File: src/rtl/rand_req_arbiter_if.sv
// Request/grant/data bundle between the shared random source and its requesters.
// The slave side is the arbiter; the master side drives requests and reseeds.
interface rand_req_arbiter_if #(
  parameter int NREQ  = 4,
  parameter int OUT_W = 30
);
  logic             seed_load;
  logic [29:0]      seed_in;
  logic [NREQ-1:0]  req;
  logic [NREQ-1:0]  gnt;
  logic             rnd_valid;
  logic [OUT_W-1:0] rnd_data;
  logic             busy;

  modport master (
    output seed_load, seed_in, req,
    input  gnt, rnd_valid, rnd_data, busy
  );

  modport slave (
    input  seed_load, seed_in, req,
    output gnt, rnd_valid, rnd_data, busy
  );
endinterface

File: src/rtl/rand_req_arbiter.sv
// Round-robin arbiter in front of one 30-bit Fibonacci LFSR (taps 30,6,4,1).
// Each winner gets one word after STIR_CYCLES shifts, with a one-cycle gnt/rnd_valid pulse.
module rand_req_arbiter #(
  parameter int          NREQ        = 4,
  parameter int          OUT_W       = 30,
  parameter int          STIR_CYCLES = 30,
  parameter logic [29:0] SEED        = 30'h0000000A
) (
  input logic               clk,
  input logic               rst_n,
  rand_req_arbiter_if.slave bus
);

  localparam int IDX_W = (NREQ > 1) ? $clog2(NREQ) : 1;
  localparam int CNT_W = (STIR_CYCLES > 1) ? $clog2(STIR_CYCLES) : 1;
  localparam logic [IDX_W-1:0] IDX_LAST = IDX_W'(NREQ - 1);
  localparam logic [CNT_W-1:0] CNT_LAST = CNT_W'(STIR_CYCLES - 1);

  typedef enum logic {
    IDLE = 1'b0,
    STIR = 1'b1
  } state_t;

  state_t           state_reg, state_next;
  logic [29:0]      lfsr_reg, lfsr_next;
  logic [CNT_W-1:0] cnt_reg, cnt_next;
  logic [IDX_W-1:0] rr_ptr_reg, rr_ptr_next;
  logic [IDX_W-1:0] win_idx_reg, win_idx_next;
  logic [NREQ-1:0]  gnt_reg, gnt_next;
  logic             rnd_valid_reg, rnd_valid_next;
  logic [OUT_W-1:0] rnd_data_reg, rnd_data_next;

  logic [29:0]      lfsr_step;
  logic [29:0]      seed_safe;
  logic [NREQ-1:0]  req_upper;
  logic [IDX_W-1:0] upper_idx;
  logic [IDX_W-1:0] lower_idx;
  logic [IDX_W-1:0] win_sel;

  assign lfsr_step = {lfsr_reg[28:0], lfsr_reg[29] ^ lfsr_reg[5] ^ lfsr_reg[3] ^ lfsr_reg[0]};
  // A zero seed would lock the LFSR; fall back to the built-in seed instead.
  assign seed_safe = (bus.seed_in == 30'd0) ? SEED : bus.seed_in;

  // Requesters at or after the pointer win first; otherwise the search wraps to index 0.
  generate
    for (genvar gi = 0; gi < NREQ; gi++) begin : g_upper
      assign req_upper[gi] = bus.req[gi] && (IDX_W'(gi) >= rr_ptr_reg);
    end
  endgenerate

  always_comb begin
    upper_idx = '0;
    lower_idx = '0;
    for (int i = NREQ - 1; i >= 0; i--) begin
      if (req_upper[i]) begin
        upper_idx = IDX_W'(i);
      end
      if (bus.req[i]) begin
        lower_idx = IDX_W'(i);
      end
    end
    win_sel = (|req_upper) ? upper_idx : lower_idx;
  end

  always_comb begin
    state_next     = state_reg;
    lfsr_next      = lfsr_reg;
    cnt_next       = cnt_reg;
    rr_ptr_next    = rr_ptr_reg;
    win_idx_next   = win_idx_reg;
    gnt_next       = '0;
    rnd_valid_next = 1'b0;
    rnd_data_next  = rnd_data_reg;

    if (bus.seed_load) begin
      lfsr_next  = seed_safe;
      state_next = IDLE;
      cnt_next   = '0;
    end else begin
      case (state_reg)
        IDLE: begin
          if (|bus.req) begin
            win_idx_next = win_sel;
            cnt_next     = '0;
            state_next   = STIR;
          end
        end
        STIR: begin
          lfsr_next = lfsr_step;
          cnt_next  = cnt_reg + 1'b1;
          if (cnt_reg == CNT_LAST) begin
            rnd_data_next  = lfsr_step[OUT_W-1:0];
            rnd_valid_next = 1'b1;
            gnt_next       = {{(NREQ-1){1'b0}}, 1'b1} << win_idx_reg;
            rr_ptr_next    = (win_idx_reg == IDX_LAST) ? '0 : win_idx_reg + 1'b1;
            cnt_next       = '0;
            state_next     = IDLE;
          end
        end
        default: begin
          state_next = IDLE;
          cnt_next   = '0;
        end
      endcase
    end
  end

  always_ff @(posedge clk or negedge rst_n) begin
    if (!rst_n) begin
      state_reg     <= IDLE;
      lfsr_reg      <= SEED;
      cnt_reg       <= '0;
      rr_ptr_reg    <= '0;
      win_idx_reg   <= '0;
      gnt_reg       <= '0;
      rnd_valid_reg <= 1'b0;
      rnd_data_reg  <= '0;
    end else begin
      state_reg     <= state_next;
      lfsr_reg      <= lfsr_next;
      cnt_reg       <= cnt_next;
      rr_ptr_reg    <= rr_ptr_next;
      win_idx_reg   <= win_idx_next;
      gnt_reg       <= gnt_next;
      rnd_valid_reg <= rnd_valid_next;
      rnd_data_reg  <= rnd_data_next;
    end
  end

  assign bus.gnt       = gnt_reg;
  assign bus.rnd_valid = rnd_valid_reg;
  assign bus.rnd_data  = rnd_data_reg;
  assign bus.busy      = (state_reg != IDLE);

endmodule

File: src/flat_wrapper.sv
// flat-port wrapper written by rule: the top's interface ports become plain ports
module rand_req_arbiter_flat 
#(
  parameter int          NREQ        = 4,
  parameter int          OUT_W       = 30,
  parameter int          STIR_CYCLES = 30,
  parameter logic [29:0] SEED        = 30'h0000000A
)
  (clk, rst_n, bus_seed_load, bus_seed_in, bus_req, bus_gnt, bus_rnd_valid, bus_rnd_data, bus_busy);
  rand_req_arbiter_if #(.NREQ(NREQ), .OUT_W(OUT_W)) bus_i ();
  input logic clk;
  input logic rst_n;
  input wire logic [$bits(bus_i.seed_load)-1:0] bus_seed_load;
  input wire logic [$bits(bus_i.seed_in)-1:0] bus_seed_in;
  input wire logic [$bits(bus_i.req)-1:0] bus_req;
  output wire logic [$bits(bus_i.gnt)-1:0] bus_gnt;
  output wire logic [$bits(bus_i.rnd_valid)-1:0] bus_rnd_valid;
  output wire logic [$bits(bus_i.rnd_data)-1:0] bus_rnd_data;
  output wire logic [$bits(bus_i.busy)-1:0] bus_busy;
  assign bus_i.seed_load = bus_seed_load;
  assign bus_i.seed_in = bus_seed_in;
  assign bus_i.req = bus_req;
  assign bus_gnt = bus_i.gnt;
  assign bus_rnd_valid = bus_i.rnd_valid;
  assign bus_rnd_data = bus_i.rnd_data;
  assign bus_busy = bus_i.busy;
  rand_req_arbiter #(.NREQ(NREQ), .OUT_W(OUT_W), .STIR_CYCLES(STIR_CYCLES), .SEED(SEED)) u_core (.clk(clk), .rst_n(rst_n), .bus(bus_i));
endmodule
File: config.mk
export PLATFORM = sky130hd
export DESIGN_NAME = rand_req_arbiter_flat
export DESIGN_NICKNAME = d
export VERILOG_FILES = /design/src/rtl/rand_req_arbiter_if.sv /design/src/rtl/rand_req_arbiter.sv /design/src/flat_wrapper.sv
export SDC_FILE = /design/constraint.sdc
export NUM_CORES = 1
export LEC_CHECK = 0
export BUFFER_PORTS_ARGS = -buffer_cell sky130_fd_sc_hd__buf_2
export CAP_MARGIN = 0
export CORE_AREA = 2 2 79 81
export CTS_BUF_LIST = sky130_fd_sc_hd__clkbuf_4 sky130_fd_sc_hd__clkbuf_8 sky130_fd_sc_hd__clkbuf_16
export CTS_CLUSTER_SIZE = 10
export DETAILED_ROUTE_END_ITERATION = 8
export DIE_AREA = 0 0 81 83
export PLACE_DENSITY = 0.9
export SLEW_MARGIN = 20
export SYNTH_ARGS = -nofsm -noshare
export SYNTH_HDL_FRONTEND = slang
export SYNTH_SLANG_ARGS = --single-unit
export TNS_END_PERCENT = 10
File: constraint.sdc
create_clock -name clk -period 2.6 [get_ports clk]
set_input_delay 0.26 -clock clk [delete_from_list [all_inputs] [get_ports clk]]
set_output_delay 0.26 -clock clk [all_outputs]
set_load 0.005 [all_outputs]
==> reports/metrics.cfg <==
[placed_design]
pre_cts_slack_ps=655
place_area_mm2=0.00375
portBuffers=72
place_congestion=0.849
hpwl_um=4500

[detailed_routing]
drt_first_iter_violations=149
dr.max_layer_used=met4
via_count=2352
wl_met2_um=3180
wl_met3_um=379
drcViolationCount=0
viasPerCell=5.42
drtAntennaViolNets=0
wl_met1_um=2990
wl_per_cell_um=15.3
detail_route.first_pass.iterations=4
wl_um=6650

[floorplanning]
fp.dieW_um=81
dieArea_mm2=0.00672
io_pins=73
core_region_area_mm2=0.00582
initial_core_util=0.572
die_h_um=83
rows=28

[synthesis]
yosysWarnings=0
synthesis.area_mm2=0.00333
synthMostInstantiatedCell=dfrtp_1
yosysUniqueCellTypes=31
netlist.area_leader.share=0.549
synthArstFlopShare=1.00
netlist_top_cells_count=73 x dfrtp_1, 43 x nand2_1, 34 x o21ai_0
netlist_instances=282
yosys.area.top_type=dfrtp_1
yosys_register_bits=75
synth_area_leaders=dfrtp_1 55%, mux2_2 9.8%, mux2i_1 9.0%, o21ai_0 5.1%, nand2_1 4.8%
synthFlopType=dfrtp_1
syn_avg_cell_area_um2=11.8
synth_seq_area_share=0.565
synth_fp_nets=325
synth_edf_count=0

[clock_tree]
cts_tree=yes
post_cts_resize_count=0
insertion_delay_ps=330
numCtsBuffers=9
postCtsSetupBuffers=0
clkTransAtPathRegs_ps=70
cts-htree-levels=3
clock_sinks=75
cts_root_buffer=clkbuf_8
clockBufferDepth=2
cts-hold-fix-buffers=0

[power_and_ir_drop]
p_leak_nw=2.07
ir_drop_uv=409
power_density_mw_per_mm2=643

[sta]
maxSlewViolCount=0
rsz0062_at_grt=false
slew_headroom=0.395
skew_ps=5.73
tns_ps=0
finalSetupViolations=0
tightestPinTransition_ps=907
max_freq_mhz=501
period_needed_ps=2000
fin_crit_sh=0.767
setup_ws_ps=605
holdWs_ps=54.8
hold_viol_final=0

[finish]
stdcell_area_mm2=0.00396
drive_above_1_share=0.351
nets=397
final_util=0.681
diodes=0
fillers=439
area_growth_pct=19.1

[flow_run]
drv_cap=0

[global_route]
antenna_found_initial=0
track_usage=0.214
grt_pass1_wl_um=11000
grt_pass1_vias=2293
grt_max_degree=76
grt_overflow=0

[critical_path]
end_kind=flip-flop
cp.arrival_ps=2210
critPathKind=flip-flop to flip-flop
critPathLaunchType=flip-flop
crit_required_ps=2810
critical_path.max_fanout=39

[outcome]
status=finished clean

[worst_hold_path]
hp-class=primary input to asynchronous set/reset pin

-- power by group --
group	internal (mW)	leakage (nW)	switching, mW	total, mW
clock	0.515	0.112	0.389	0.904
combinational	0.149	0.976	0.172	0.322
sequential	1.25	0.978	0.0739	1.32
-- worst max-delay path: stages (launching register included) --
cell	delay (ps)
dfrtp_1	430
inv_1	80
ha_1	130
nand4_1	170
nor3b_4	220
buf_4	430
mux2_2	400
-- layout make-up --
type                    instances  area, um^2  area share
well taps                      75        93.8      0.0237
flip-flops and latches         75        1880       0.475
repair buffers                 75         385      0.0973
multi-input cells             188        1370       0.346
clock buffers                  16         214      0.0540
inverters                       5        18.8     0.00474
-- cell families (layout without fill, tap and decap cells) --
group	after synthesis	after routing	synth area share
and+or+nand+nor	73	73	0.105
DFF	75	75	0.565
muxes	60	60	0.192
adders and majority gates	6	6	0.0226
buffers and inverters	19	96	0.0256
AOI/OAI and AO/OA	44	44	0.0729
xor gates and xnor gates	5	5	0.0177
-- per-layer routing --
layer,vias up,global-route usage
met5,-,0
met4,0,0.0709
met3,9,0.0630
met2,71,0.321
met1,1142,0.301
li1,1130,-
-- per-stage QoR --
| step | cells | power [mW] |
|---|---|---|
| after floorplan | 282 | 1.54 |
| after global placement | 418 | 1.64 |
| after detailed placement | 418 | 1.66 |
| after CTS | 434 | 2.58 |
| after global routing | 434 | 2.68 |
| final | 434 | 2.55 |
-- cell usage in the layout (no fill, tap or decap), types with 2 or more instances in the layout --
| master | netlist | final |
|---|---|---|
| nand2_1 | 43 | 43 |
| mux2i_1 | 30 | 30 |
| and2_1 | 4 | 4 |
| nand3_1 | 3 | 3 |
| a21oi_1 | 4 | 4 |
| mux2_2 | 29 | 29 |
| nand2b_1 | 2 | 2 |
| ha_1 | 6 | 6 |
| nor2_1 | 7 | 7 |
| dfrtp_1 | 73 | 72 |
| inv_1 | 5 | 5 |
| buf_2 | 5 | 71 |
| o31a_1 | 2 | 2 |
| nand4_1 | 3 | 3 |
| buf_4 | 2 | 4 |
| nor4_1 | 7 | 7 |
| o21ai_0 | 34 | 34 |
| clkbuf_8 | 0 | 15 |
| xor2_1 | 3 | 3 |
| dfstp_2 | 2 | 2 |
-- final timing paths --
path	depth (start not counted)	from	end	slack, ps
min in group clk	3	bus_seed_in[18]	u_core.lfsr_reg[18]$_DFFE_PN0P_	150
max reg2reg	6	u_core.cnt_reg[1]$_DFFE_PN0P_	u_core.bus.rnd_data[2]$_DFFE_PN0P_	600
min reg2reg	1	u_core.bus.rnd_data[13]$_DFFE_PN0P_	u_core.bus.rnd_data[13]$_DFFE_PN0P_	500
max	6	u_core.cnt_reg[1]$_DFFE_PN0P_	u_core.bus.rnd_data[2]$_DFFE_PN0P_	600
max in group asynchronous	1	rst_n	u_core.bus.busy$_DFF_PN0_	1900
min	1	rst_n	u_core.bus.rnd_data[25]$_DFFE_PN0P_	50
Note: power is estimated with default switching activity, not from simulation.
